===== src/rtl/ps2_pkg.sv =====
// Shared definitions for the PS/2 mouse packet UART streamer.
package ps2_pkg;

   typedef enum logic [2:0] {
      IDLE,
      LOAD,
      START,
      DATA,
      STOP
   } ser_state_e;

   localparam logic [7:0] SYNC_DEFAULT    = 8'hA5;
   localparam int unsigned PKT_BYTES_STD   = 3;
   localparam int unsigned PKT_BYTES_WHEEL = 4;

endpackage


===== src/rtl/pkt_fifo.sv =====
// Packet FIFO: one whole mouse packet per slot, power-of-two depth.
module pkt_fifo #(
   parameter int unsigned WIDTH = 24,
   parameter int unsigned DEPTH = 8,
   localparam int unsigned AW   = $clog2(DEPTH),
   localparam int unsigned CW   = $clog2(DEPTH + 1)
) (
   input  logic             clk,
   input  logic             rst,
   input  logic             push_i,
   input  logic [WIDTH-1:0] wr_data_i,
   input  logic             pop_i,
   output logic [WIDTH-1:0] rd_data_o,
   output logic             full_o,
   output logic [CW-1:0]    count_o
);

   logic [WIDTH-1:0] mem_q [DEPTH];
   logic [AW-1:0]    wr_ptr_q, rd_ptr_q;
   logic [CW-1:0]    count_q;
   logic             do_push, do_pop;

   // Full is taken from the registered count, so a same-cycle pop never frees a slot.
   assign full_o    = (count_q == CW'(DEPTH));
   assign do_push   = push_i && !full_o;
   assign do_pop    = pop_i && (count_q != '0);
   assign count_o   = count_q;
   assign rd_data_o = mem_q[rd_ptr_q];

   always_ff @(posedge clk or negedge rst) begin
      if (!rst) begin
         wr_ptr_q <= '0;
         rd_ptr_q <= '0;
         count_q  <= '0;
      end else begin
         if (do_push) wr_ptr_q <= wr_ptr_q + AW'(1);
         if (do_pop)  rd_ptr_q <= rd_ptr_q + AW'(1);
         case ({do_push, do_pop})
            2'b10:   count_q <= count_q + CW'(1);
            2'b01:   count_q <= count_q - CW'(1);
            default: count_q <= count_q;
         endcase
      end
   end

   always_ff @(posedge clk) begin
      if (do_push) mem_q[wr_ptr_q] <= wr_data_i;
   end

endmodule


===== src/rtl/ps2_stream_tx.sv =====
// Streams buffered PS/2 mouse packets as framed 8N1 UART bytes:
// SYNC, payload bytes, optional XOR checksum of the payload.
module ps2_stream_tx
   import ps2_pkg::*;
#(
   parameter int unsigned CLK_DIV    = 434,
   parameter int unsigned FIFO_DEPTH = 8,
   parameter int unsigned PKT_BYTES  = PKT_BYTES_STD,
   parameter int unsigned CHK_EN     = 1,
   parameter logic [7:0]  SYNC       = SYNC_DEFAULT
) (
   input  logic                              clk,
   input  logic                              rst,
   input  logic                              pkt_valid,
   input  logic [8*PKT_BYTES-1:0]            pkt_data,
   output logic                              pkt_ready,
   input  logic                              clr_ovf,
   output logic                              txd,
   output logic                              busy,
   output logic [$clog2(FIFO_DEPTH+1)-1:0]   fifo_count,
   output logic                              ovf
);

   localparam int unsigned PW    = 8 * PKT_BYTES;
   localparam int unsigned NB    = 1 + PKT_BYTES + CHK_EN;
   localparam int unsigned NSLOT = PKT_BYTES + 2;
   localparam int unsigned IW    = $clog2(NSLOT);
   localparam int unsigned TW    = (CLK_DIV > 1) ? $clog2(CLK_DIV) : 1;
   localparam logic [TW-1:0] TMAX = TW'(CLK_DIV - 1);
   localparam logic [IW-1:0] LAST = IW'(NB - 1);

   ser_state_e               state_q, state_d;
   logic [TW-1:0]            tmr_q, tmr_d;
   logic [2:0]               bit_q, bit_d;
   logic [IW-1:0]            idx_q, idx_d;
   logic [NSLOT-1:0][7:0]    frame_q, frame_d;
   logic                     txd_q, txd_d;
   logic                     ovf_q, ovf_d;
   logic                     fifo_pop, fifo_full, tick;
   logic [PW-1:0]            fifo_rd;
   logic [PKT_BYTES-1:0][7:0] pkt_bytes;

   function automatic logic [7:0] xor_bytes(input logic [PW-1:0] d);
      logic [7:0]    x;
      logic [PW-1:0] t;
      x = 8'h00;
      t = d;
      for (int i = 0; i < int'(PKT_BYTES); i++) begin
         x = x ^ t[7:0];
         t = t >> 8;
      end
      return x;
   endfunction

   pkt_fifo #(
      .WIDTH (PW),
      .DEPTH (FIFO_DEPTH)
   ) u_fifo (
      .clk       (clk),
      .rst       (rst),
      .push_i    (pkt_valid),
      .wr_data_i (pkt_data),
      .pop_i     (fifo_pop),
      .rd_data_o (fifo_rd),
      .full_o    (fifo_full),
      .count_o   (fifo_count)
   );

   assign pkt_ready = !fifo_full;
   assign pkt_bytes = fifo_rd;
   assign tick      = (tmr_q == '0);
   // A drop wins over a coincident clear.
   assign ovf_d     = (pkt_valid && fifo_full) || (ovf_q && !clr_ovf);

   always_comb begin
      state_d  = state_q;
      tmr_d    = tmr_q;
      bit_d    = bit_q;
      idx_d    = idx_q;
      frame_d  = frame_q;
      fifo_pop = 1'b0;
      if (state_q inside {START, DATA, STOP}) tmr_d = tick ? TMAX : tmr_q - TW'(1);
      case (state_q)
         IDLE: if (fifo_count != '0) state_d = LOAD;
         LOAD: begin
            fifo_pop             = 1'b1;
            frame_d              = '0;
            frame_d[0]           = SYNC;
            frame_d[PKT_BYTES:1] = pkt_bytes;
            frame_d[NSLOT-1]     = (CHK_EN != 0) ? xor_bytes(fifo_rd) : 8'h00;
            idx_d                = '0;
            bit_d                = '0;
            tmr_d                = TMAX;
            state_d              = START;
         end
         START: if (tick) state_d = DATA;
         DATA: if (tick) begin
            if (bit_q == 3'd7) state_d = STOP;
            else               bit_d   = bit_q + 3'd1;
         end
         STOP: if (tick) begin
            bit_d = '0;
            if (idx_q == LAST) begin
               state_d = IDLE;
            end else begin
               idx_d   = idx_q + IW'(1);
               state_d = START;
            end
         end
         default: state_d = IDLE;
      endcase
      // Line level follows the next state so the txd register lines up with state_q.
      case (state_d)
         START:   txd_d = 1'b0;
         DATA:    txd_d = frame_d[idx_d][bit_d];
         default: txd_d = 1'b1;
      endcase
   end

   always_ff @(posedge clk or negedge rst) begin
      if (!rst) begin
         state_q <= IDLE;
         tmr_q   <= '0;
         bit_q   <= '0;
         idx_q   <= '0;
         txd_q   <= 1'b1;
         ovf_q   <= 1'b0;
      end else begin
         state_q <= state_d;
         tmr_q   <= tmr_d;
         bit_q   <= bit_d;
         idx_q   <= idx_d;
         txd_q   <= txd_d;
         ovf_q   <= ovf_d;
      end
   end

   always_ff @(posedge clk) begin
      frame_q <= frame_d;
   end

   assign txd  = txd_q;
   assign busy = (state_q != IDLE);
   assign ovf  = ovf_q;

endmodule


===== config.mk =====
export PLATFORM = sky130hd
export DESIGN_NAME = ps2_stream_tx
export DESIGN_NICKNAME = d
export VERILOG_FILES = /design/src/rtl/ps2_pkg.sv /design/src/rtl/pkt_fifo.sv /design/src/rtl/ps2_stream_tx.sv
export SDC_FILE = /design/constraint.sdc
export NUM_CORES = 1
export LEC_CHECK = 0
export ABC_AREA = 1
export CORE_MARGIN = 3
export CORE_UTILIZATION = 50
export CTS_CLUSTER_SIZE = 25
export DETAILED_ROUTE_END_ITERATION = 7
export HOLD_SLACK_MARGIN = 0.15
export MAX_ROUTING_LAYER = met4
export PLACE_DENSITY = 0.69
export SYNTH_ARGS = -nofsm -noshare
export SYNTH_HDL_FRONTEND = slang
export SYNTH_HIERARCHICAL = 1
export SYNTH_SLANG_ARGS = --single-unit

===== constraint.sdc =====
create_clock -name clk -period 3.3 [get_ports clk]
set_clock_uncertainty 0.15 [all_clocks]
set_input_delay 0.825 -clock clk [delete_from_list [all_inputs] [get_ports clk]]
set_output_delay 0.825 -clock clk [all_outputs]
set_load 0.005 [all_outputs]

=== Word level (Yosys, flattened, before mapping) ===
Memory sizes are Yosys's and may differ from the RTL's.
Index checks and enable logic that the tools add are counted.

* Muxes and demuxes: 27
* Reductions and logical operators: 14
* Eq/ne operators: 11
* Bitwise logic cells: 2
* $add $sub $neg: 7
* Order comparisons: 2

{| class="wikitable"
|+ Operators with widths
! cell !! count
|-
| $mux 40 || 1
|-
| $mux 3 || 10
|-
| $mux 9 || 3
|-
| $bmux 8 s3 || 1
|-
| $xor 8x8->8 || 2
|-
| $pmux 3 s5 || 1
|-
| $add 3x1->3 const B || 4
|-
| $eq 3x2->1 const B || 4
|-
| $eq 3x3->1 const B || 3
|-
| $logic_not 9->1 || 1
|-
| $pmux 3 s3 || 1
|-
| $sub 9x1->9 const B || 1
|-
| $lt 3x4->1 const B || 2
|-
| $mux 8 || 1
|-
| $pmux 4 s2 || 1
|-
| $pmux 3 s2 || 1
|-
| $reduce_bool 3->1 || 2
|-
| $add 4x1->4 const B || 1
|-
| $eq 4x4->1 const B || 1
|-
| $logic_and 1x1->1 || 4
|-
| $mux 1 || 4
|-
| $reduce_bool 2->1 || 2
|-
| $reduce_bool 4->1 || 1
|-
| $sub 4x1->4 const B || 1
|-
| other kinds (9) || 10
|}

* Memories: 1
* Input port bits: 28
* Register bits after elaboration: 70
* Bits in writable memories: 192
* Output and inout port bits: 8
* Logic and storage cells: 78

{| class="wikitable"
|+ Memories
! memory !! words !! bits a word !! rd ports !! clocked after Yosys merged registers in !! write ports !! RTL line !! text
|-
| u_fifo.mem_q || 8 || 24 || 1 || 0 || 1 || pkt_fifo.sv:18 || <nowiki>logic [WIDTH-1:0] mem_q [DEPTH];</nowiki>
|}

=== Logic depth before layout (Yosys ltp) ===
Gate-level depths: netlist of the first run.

* Word-level depth: 9
* Mapped depth: 25
* Gate-level depth less buffers: 22

=== Hierarchy ===
Netlist of the first run, hierarchy kept.

{| class="wikitable"
|+ By module, submodules not included
! module !! times used !! cells each !! area each (µm²) !! seq. area each (µm²)
|-
| pkt_fifo || 1 || 910 || 8833.5 || 6015.8
|-
| ps2_stream_tx || 1 || 497 || 3402.0 || 1302.5
|}

=== Worst setup path before layout of the first run ===
Ideal clock, no wire load.

* Path kind: input-to-reg
* Start: in pkt_valid
* End: mem u_fifo.mem_q[4][0] (enable)
* Setup slack: -0.045 ns
* Path buffers: 1
* Data required time: 2.715 ns
* Stages: 3
* Library setup time: 0.435 ns
* Arrival: 2.760 ns
* Path through: nand2_1 -> buf_2 -> nor3_1

* Word-level cells in the longest chain between the ends: 3

{| class="wikitable"
|+ RTL lines
! element !! RTL line !! text
|-
| from (decl) || ps2_stream_tx.sv:14 || <nowiki>input logic pkt_valid,</nowiki>
|-
| $logic_and 1x1->1 || pkt_fifo.sv:25 || <nowiki>assign do_push = push_i && !full_o;</nowiki>
|-
| $mux 1 || pkt_fifo.sv:47 || <nowiki>if (do_push) mem_q[wr_ptr_q] <= wr_data_i;</nowiki>
|-
| $mux 1 (implied by the code) || pkt_fifo.sv:47 ||
|-
| to (decl) || pkt_fifo.sv:18 ||
|}

Every way passes these cells.

=== Worst setup path in the final report of the first run ===
* Start: reg u_fifo.rd_ptr_q[0]
* End: reg txd_q (netlist: txd)

* Word-level cells in the longest chain between the ends: 9

{| class="wikitable"
|+ RTL lines
! element !! RTL line !! text
|-
| from (decl) || pkt_fifo.sv:19 || <nowiki>logic [AW-1:0] wr_ptr_q, rd_ptr_q;</nowiki>
|-
| from (signal assigned) || pkt_fifo.sv:37 || <nowiki>if (do_pop) rd_ptr_q <= rd_ptr_q + AW'(1);</nowiki>
|-
| $mem_v2 8x24 * || n/a ||
|-
| via fifo_rd[13] || ps2_stream_tx.sv:40 || <nowiki>logic [PW-1:0] fifo_rd;</nowiki>
|-
| $xor 8x8->8 (2 in series) || ps2_stream_tx.sv:49 || <nowiki>x = x ^ t[7:0];</nowiki>
|-
| $mux 40 * || ps2_stream_tx.sv:83 || <nowiki>case (state_q)</nowiki>
|-
| $bmux 8 s3 * || ps2_stream_tx.sv:115 || <nowiki>DATA: txd_d = frame_d[idx_d][bit_d];</nowiki>
|-
| $mux 8 (implied by the code) * || ps2_stream_tx.sv:115 ||
|-
| $bmux 1 s3 * || ps2_stream_tx.sv:115 ||
|-
| $mux 1 (implied by the code) * || ps2_stream_tx.sv:115 ||
|-
| $pmux 1 s2 * || ps2_stream_tx.sv:113 || <nowiki>case (state_d)</nowiki>
|-
| via txd_d || ps2_stream_tx.sv:37 || <nowiki>logic txd_q, txd_d;</nowiki>
|-
| to (signal assigned) || ps2_stream_tx.sv:133 || <nowiki>txd_q <= txd_d;</nowiki>
|-
| to (decl) || ps2_stream_tx.sv:37 ||
|}

The timed path passes the listed nets; every way through them passes the cells marked *. The select of a mux whose other input is x is not followed.
A chain may end at the register's enable or synchronous reset.

==> results of run 1 <==
-- per-layer routing --
metal  up-vias  routed length, um  GRT usage, %
met2       204              12300          33.8
met5         -                  0             -
li1       4449                  -             -
met3        53               1440          2.54
met4         0                682          5.54
met1      3941              11500          26.3
-- area by class of cell --
class                           instances  area, sq um  area share (%)
Tap cell                              319          399            2.85
Multi-Input combinational cell        877         3870            27.7
Clock inverter                         13          119           0.850
Timing Repair Buffer                   57          628            4.49
Sequential cell                       262         7320            52.3
Inverter                              216          812            5.80
Clock buffer                           39          836            5.97
-- cell usage in the layout, fill, tap and decap left out, types with 2 or more instances in the layout --
master	n
nand2_1	454
nor2_1	220
inv_1	201
edfxtp_1	192
nand3_1	43
dfxtp_1	40
o21ai_0	36
clkdlybuf4s50_1	35
clkbuf_16	30
dfrtp_1	28
a21oi_1	20
or2_2	16
inv_2	14
nand4_1	14
buf_4	13
ha_1	10
o21ai_1	9
buf_12	9
nor3_2	8
or2_1	7
clkinv_2	5
xnor2_1	5
nor3_1	5
nand2_2	4
clkbuf_8	4
clkinv_1	3
clkbuf_4	3
nor2_4	2
nand3_2	2
a21o_1	2
nor4_1	2
nand3_4	2
bufinv_16	2
clkbuf_1	2
xor2_1	2
-- metrics by stage --
| stage | hold WS (ps) | util (%) | setup TNS, ps | instances |
|---|---|---|---|---|
| after floorplan | 256 | - | -8590 | 1407 |
| after global placement | 268 | 54.9 | 0 | 1731 |
| after detailed placement | 272 | 54.9 | 0 | 1731 |
| after CTS | 288 | 58.9 | 0 | 1783 |
| after global routing | 311 | 58.9 | 0 | 1783 |
| final | 286 | 58.9 | 0 | 1783 |
-- worst min-delay path: stages (launching register included) --
cell and delay, ps:
dfxtp_1 310, inv_1 30, nand2_1 60
-- sequential cells by signal, indices dropped and copies added, names as in the netlist --
register,cells
txd,1
ovf,1
idx_q,3
frame_q,40
u_fifo/wr_ptr_q,3
u_fifo/rd_ptr_q,3
u_fifo/count_o,4
tmr_q,9
bit_q,3
u_fifo/mem_q,192
state_q,3
-- synthesized netlist by cell type (2+ instances only) --
master / instances
xnor2_1: 5
buf_2: 33
edfxtp_1: 192
nand2_2: 4
a21o_1: 2
dfxtp_1: 40
clkbuf_1: 7
nand4_1: 14
inv_1: 201
buf_6: 3
ha_1: 10
inv_2: 14
nand3_4: 2
or2_1: 7
nor3_1: 13
nor2_1: 220
o21ai_1: 9
buf_4: 3
or2_2: 16
buf_1: 5
nand2_1: 454
nor2_4: 2
a21oi_1: 20
dfrtp_1: 29
nand3_2: 2
o21ai_0: 36
nor4_1: 2
nand3_1: 43
xor2_1: 2
-- kinds of logic (layout without fill, tap and decap cells) --
group           count (synthesis)  count (layout)
simple gates                  785             785
buf+inv                       268             325
flops                         262             262
compound gates                 74              74
fa+ha+maj                      11              11
xor+xnor                        7               7
-- worst max path at each step --
stage	from	end	slack, ps	depth (start not counted)
3_5_place_dp	u_fifo/rd_ptr_q[0]	txd	510	21
5_1_grt	u_fifo/rd_ptr_q[0]	txd	140	21
2_1_floorplan	pkt_valid	u_fifo/mem_q[4][0]	-40	3
4_1_cts	u_fifo/count_o[1]	pkt_ready	470	5
3_3_place_gp	u_fifo/rd_ptr_q[0]	txd	550	21
6_report	u_fifo/rd_ptr_q[0]	txd	480	21
-- power breakdown --
group	total [mW]	internal (mW)	switching, mW
registers	4.52	4.24	0.278
logic	4.63	1.57	3.06
clock network	3.17	1.92	1.24
==> key figures, run 1 <==
Floorplan
  • Die W: between 150 and 200 um
  • Die Ht: roughly 160 um
  • Die ar.: 26,400 sq um
  • Total core area: between 20,000 and 25,000 sq um
  • Rows: 56
  • Initial Utilization: between 50% and 60%
  • Num ports: 36

Synth
  • Async SR Flop Fraction: a little under an eighth
  • Area of the mapped netlist: approximately 12,000 sq um
  • Area share of and/or/nand/nor cells after synthesis: a little over a quarter
  • Ys flop type: edfxtp_1
  • Synth Area in Adders: under 10%
  • Mapped Cells: 1,407
  • Synth warn: 6
  • Yosys top cell by area: edfxtp_1
  • Flops & latches, synth: approximately 260
  • Post-synth EDFFs: about 190
  • Post-synthesis mux area share: 0%
  • Sequential area share after synthesis: 59.8%
  • Syn avg cell area: 8.70 sq um
  • Top area cells in the synthesized netlist: edfxtp_1 (47%), nand2_1 (14%), nor2_1 (6.7%), dfxtp_1 (6.5%), inv_1 (6.2%)
  • Distinct cells, synth: 46
  • Compound-cell area share of the yosys netlist: 3.36%
  • Largest family of logic cells by synthesized area: simple AND/OR/NAND/NOR gates
  • Post-synth top area share: a little under half
  • Syn_nets: approximately 1,400
  • Xor-xnor portion of the synthesized cell area: less than 1%

Placed design
  • Dpl cell area: 13,000 sq um
  • Gpl congestion: 0.862
  • PortBufs: 35
  • Post-DP HPWL: 15,400 um
  • Pre-CTS WS: just over 500 ps

Worst hold path
  • Hold Crit Class: register to register
  • Worst hold path stage count: 2
  • Hold_sp: frame_q[0]
  • Min-Delay Endpoint: frame_q[0]

Worst setup path
  • Max stage delay on crit path: about 600 ps
  • Worst-path fanout max: 58
  • Setup slack, reg-to-reg: 480 ps
  • Worst EP required: about 3600 ps
  • Delay-heaviest family, CP: simple AND/OR/NAND/NOR gates
  • Worst r2r path cells: 21
  • Critical path class: register to register
  • Crit path cell chain: buf_12 -> nor2_1 -> nor2_1 -> nand2_1 -> nand2_1 -> nand2_1 -> nand2_1 -> inv_1 -> nand2_1 -> a21oi_1 -> o21ai_0 -> nand2_1 -> nor2_1 -> nand2_1 -> a21oi_1 -> nand2_1 -> nand3_1 -> nand3_1 -> nand2_1 -> nand2_1 -> nand2_1
  • Worst path bufs/invs: 2
  • Reg-to-Reg Start: u_fifo/rd_ptr_q[0]
  • CP Data Arrival Time: roughly 3100 ps
  • CP Launch Type: register
  • Slowest CP cell: dfrtp_4
  • CP endpoint kind: register
  • Cell mode on critical path: nand2_1
  • Critical R2R Capture: txd

Drt
  • Vias: roughly 8,600
  • WL per Instance: about 15 um
  • DR DRC count: 0
  • 1st-pass router iterations: 5
  • Final wirelength: 25,900 um
  • DRT antenna net count: 0
  • Initial DRC count: between 500 and 600
  • Vias per inst: 4.85

Pwr
  • PwrDens: approximately 900 nW/um^2
  • Pwr Total: between 10 and 15 mW
  • Pleak: ~6.4 nW
  • Max VDD drop: about 0.00050 V

STA
  • Slew Limit Headroom: between 60% and 70%
  • Measured slew at the worst slew-check pin: around 500 ps
  • Tmin final: about 2800 ps
  • Final WS setup: ~480 ps
  • Fin. Hold Viols: 0
  • Max-slew violations: 0
  • RSZ-0062 raised after global routing: no
  • Tcrit/Tclk final: between 80% and 90%
  • Setup violations, final: 0
  • Max frequency: ~360 MHz

Clocking
  • Num CTS Buffers: 28
  • Largest buffer count on any clock path: 3
  • Clock slew at reported path FFs: approximately 60 ps
  • Hold Buf Count CTS: 0
  • Postcts setup bufs: 0
  • Skew-Pair Late Insertion Delay: 530 ps
  • Post_cts resized: 0
  • CTS tree: built
  • CTS Sinks: around 260
  • Root Driver: clkbuf_16
  • CTS HTree Levels: 1

Cells and area
  • Ant. Diodes: 0
  • P&R area growth vs syn: 14.3%
  • Share of layout cells above drive strength 1: under 10%
  • Final Cell Area: around 14,000 sq um
  • Fillers: a little under 2,000
  • Nets: approximately 1,500

Global routing
  • Vias in the first global route: around 8,000
  • Largest net degree at the start of global routing: between 50 and 60
  • Initial antenna violation count: 0
  • First-pass GRT wire length: 41,200 um
  • Total global-route track usage: 20.2%
  • Congestion Overflow GR: 0

Outcome
  • Status: finished clean

Job
  • Maxcap violations: 0
Power figures use the tool's default switching activity.
==> run 2: changes to the inputs <==
==> constraint.sdc (replaced) <==
create_clock -name clk -period 3.3 [get_ports clk]
set_clock_uncertainty 0.15 [all_clocks]
set_input_delay 0.99 -clock clk [delete_from_list [all_inputs] [get_ports clk]]
set_output_delay 0.99 -clock clk [all_outputs]
set_load 0.1 [all_outputs]
==> key figures, run 2 (synthesis results as in run 1) <==
Outcome
  • Status: finished clean (unchanged)

Cells and area
  • Most flops, register: u_fifo/mem_q (unchanged)
  • Fin util: 58.3% (was 58.9%)
  • Max FFs per register: 192 (unchanged)
  • Top Registers: u_fifo/mem_q: 192 flops, frame_q: 40 flops, tmr_q: 9 flops (unchanged)
  • Share of layout cells above drive strength 1: 8.37% (was 8.61%)
  • Ant. Diodes: 0 (unchanged)
  • Final Non-Filler Cells: 1,777 (was 1,783)
  • Commonest non-fill, non-tap cell in the layout: nand2_1 (unchanged)
  • Nets: 1,482 (was 1,481)
  • Most frequent cells in the layout: nand2_1 (454), nor2_1 (220), inv_1 (201), edfxtp_1 (192), nand3_1 (43) (unchanged)
  • P&R area growth vs syn: 13.1% (was 14.3%)

Floorplan
  • Die Ht: 162 um (unchanged)
  • Die ar.: 26,400 sq um (unchanged)
  • Initial Utilization: 51.5% (unchanged)
  • Die W: 162 um (unchanged)
  • Total core area: 23,800 sq um (unchanged)
  • Rows: 56 (unchanged)
  • Num ports: 36 (unchanged)

Clocking
  • CTS Sinks: 262 (unchanged)
  • Root Driver: clkbuf_16 (unchanged)
  • Hold Buf Count CTS: 0 (unchanged)
  • Largest buffer count on any clock path: 3 (unchanged)
  • Postcts setup bufs: 0 (unchanged)
  • Num CTS Buffers: 28 (unchanged)
  • Skew-Pair Late Insertion Delay: 570 ps (was 530 ps)
  • Clock slew at reported path FFs: 60 ps (about the same)
  • Post_cts resized: 0 (unchanged)
  • CTS tree: built (unchanged)
  • CTS HTree Levels: 1 (unchanged)

Worst setup path
  • CP Data Arrival Time: 3180 ps (was 3140 ps)
  • Max stage delay on crit path: 460 ps (was 590 ps)
  • Worst EP required: 3620 ps (about the same)
  • Delay-heaviest family, CP: simple AND/OR/NAND/NOR gates (unchanged)
  • Worst path bufs/invs: 1 (was 2)
  • CP endpoint kind: register (unchanged)
  • Slowest CP cell: dfrtp_4 (unchanged)
  • Cell mode on critical path: nand2_1 (unchanged)
  • Worst-path fanout max: 101 (was 58)
  • Critical path class: register to register (unchanged)
  • CP Launch Type: register (unchanged)
  • Crit path cell chain: buf_12 -> nor2_1 -> nor2_1 -> nand2_1 -> nand2_1 -> nand2_1 -> nand2_1 -> nand2_1 -> nand2_1 -> nor2_1 -> o21ai_0 -> nand2_1 -> nor2_1 -> nand2_1 -> a21oi_1 -> nand2_1 -> nand3_1 -> nand3_1 -> nand2_1 -> nand2_1 -> nand2_1 (was buf_12 -> nor2_1 -> nor2_1 -> nand2_1 -> nand2_1 -> nand2_1 -> nand2_1 -> inv_1 -> nand2_1 -> a21oi_1 -> o21ai_0 -> nand2_1 -> nor2_1 -> nand2_1 -> a21oi_1 -> nand2_1 -> nand3_1 -> nand3_1 -> nand2_1 -> nand2_1 -> nand2_1)

Global routing
  • Total global-route track usage: 20.1% (was 20.2%)
  • First-pass GRT wire length: 41,400 um (was 41,200 um)
  • Initial antenna violation count: 0 (unchanged)
  • Vias in the first global route: 8,100 (was 8,064)
  • Largest net degree at the start of global routing: 102 (was 59)
  • Congestion Overflow GR: 0 (unchanged)

STA
  • Setup violations, final: 0 (unchanged)
  • Measured slew at the worst slew-check pin: 692 ps (was 501 ps)
  • Final WS setup: 437 ps (was 484 ps)
  • Max frequency: 349 MHz (was 355 MHz)
  • Worst hold slack: 286 ps (about the same)
  • Tcrit/Tclk final: 86.7% (was 85.3%)
  • Slew Limit Headroom: 53.7% (was 66.6%)
  • Fin. Hold Viols: 0 (unchanged)
  • RSZ-0062 raised after global routing: no (unchanged)
  • Max-slew violations: 0 (unchanged)
  • Tmin final: 2860 ps (was 2820 ps)

Drt
  • Vias: 8,727 (was 8,647)
  • Vias per inst: 4.91 (was 4.85)
  • Initial DRC count: 568 (was 589)
  • 1st-pass router iterations: 4 (was 5)
  • DRT antenna net count: 0 (unchanged)
  • DR DRC count: 0 (unchanged)
  • WL per Instance: 14.2 um (was 14.5 um)
  • Final wirelength: 25,200 um (was 25,900 um)

Pwr
  • Max VDD drop: 0.000581 V (was 0.000501 V)
  • Pwr Total: 12.2 mW (was 12.3 mW)
  • PwrDens: 885 nW/um^2 (was 880 nW/um^2)
  • Pleak: 6.33 nW (was 6.40 nW)

Placed design
  • PortBufs: 35 (unchanged)
  • Pre-CTS WS: 374 ps (was 514 ps)
  • Post-DP HPWL: 15,000 um (was 15,400 um)
  • Gpl congestion: 0.803 (was 0.862)
  • Placed Cells incl. Taps: 1,732 (was 1,731)

Worst hold path
  • Hold Crit Class: register to register (unchanged)

Job
  • Maxcap violations: 0 (unchanged)
## run 2: cell count changes in the layout (fill, tap and decap cells not counted)
| cell | delta |
|---|---|
| bufinv_16 | -2 |
| clkbuf_16 | -2 |
| clkdlybuf4s50_1 | -8 |
| clkinv_16 | +1 |
| inv_4 | -1 |
| clkbuf_4 | -3 |
| clkbuf_1 | +6 |
| clkinvlp_4 | -1 |
| clkbuf_8 | -2 |
| clkinv_2 | -2 |
| buf_4 | +9 |
| clkinvlp_2 | -1 |
## run 2: worst paths after layout
kind                               startpoint          to  slack (ps)  cells past startpoint
hold reg to reg                    frame_q[0]  frame_q[0]         290                      2
min in group asynchronous                 rst    tmr_q[0]         730                      1
setup / recovery           u_fifo/rd_ptr_q[0]         txd         440                     21
max in group asynchronous                 rst  state_q[1]        1670                      2
setup reg to reg           u_fifo/rd_ptr_q[0]         txd         440                     21
hold / removal                     frame_q[0]  frame_q[0]         290                      2
## run 2: final cells by class
| cell class | instances | area (sq um) |
|---|---|---|
| fillers | 2062 | 9910 |
| flip-flops and latches | 262 | 7320 |
| multi-input cells | 877 | 3870 |
| inverters | 216 | 812 |
| clock buffers | 38 | 758 |
| repair buffers | 58 | 616 |
| well taps | 319 | 399 |
| clock inverters | 7 | 60.1 |
## run 2: where the power goes
part / leakage (nW) / total, mW / switching (mW) / internal [mW]
Combinational: 3.49 / 4.96 / 3.42 / 1.53
Sequential: 2.45 / 4.49 / 0.247 / 4.24
Clock: 0.397 / 2.80 / 1.20 / 1.60
Total: 6.33 / 12.2 / 4.87 / 7.37
## run 2: per-layer routing
| layer | global-route usage [%] | wire length [um] | vias up |
|---|---|---|---|
| li1 | - | - | 4447 |
| met2 | 32.7 | 11900 | 164 |
| met4 | 5.27 | 548 | 0 |
| met5 | - | 0 | - |
| met3 | 2.67 | 1140 | 41 |
| met1 | 27.0 | 11600 | 4075 |
## run 2: tightest hold or removal path: cells and delay by family (launching register included)
kind	cells	cell delay [ps]
buffers and inverters	1	30
DFF	1	300
and+or+nand+nor	1	70
## run 2: stage by stage
step	area, sq um	TNS (ps)
detailed placement	13000	0
global placement	13000	0
finish	13800	0
CTS	13800	0
global route	13800	0
floorplan	12200	-98440
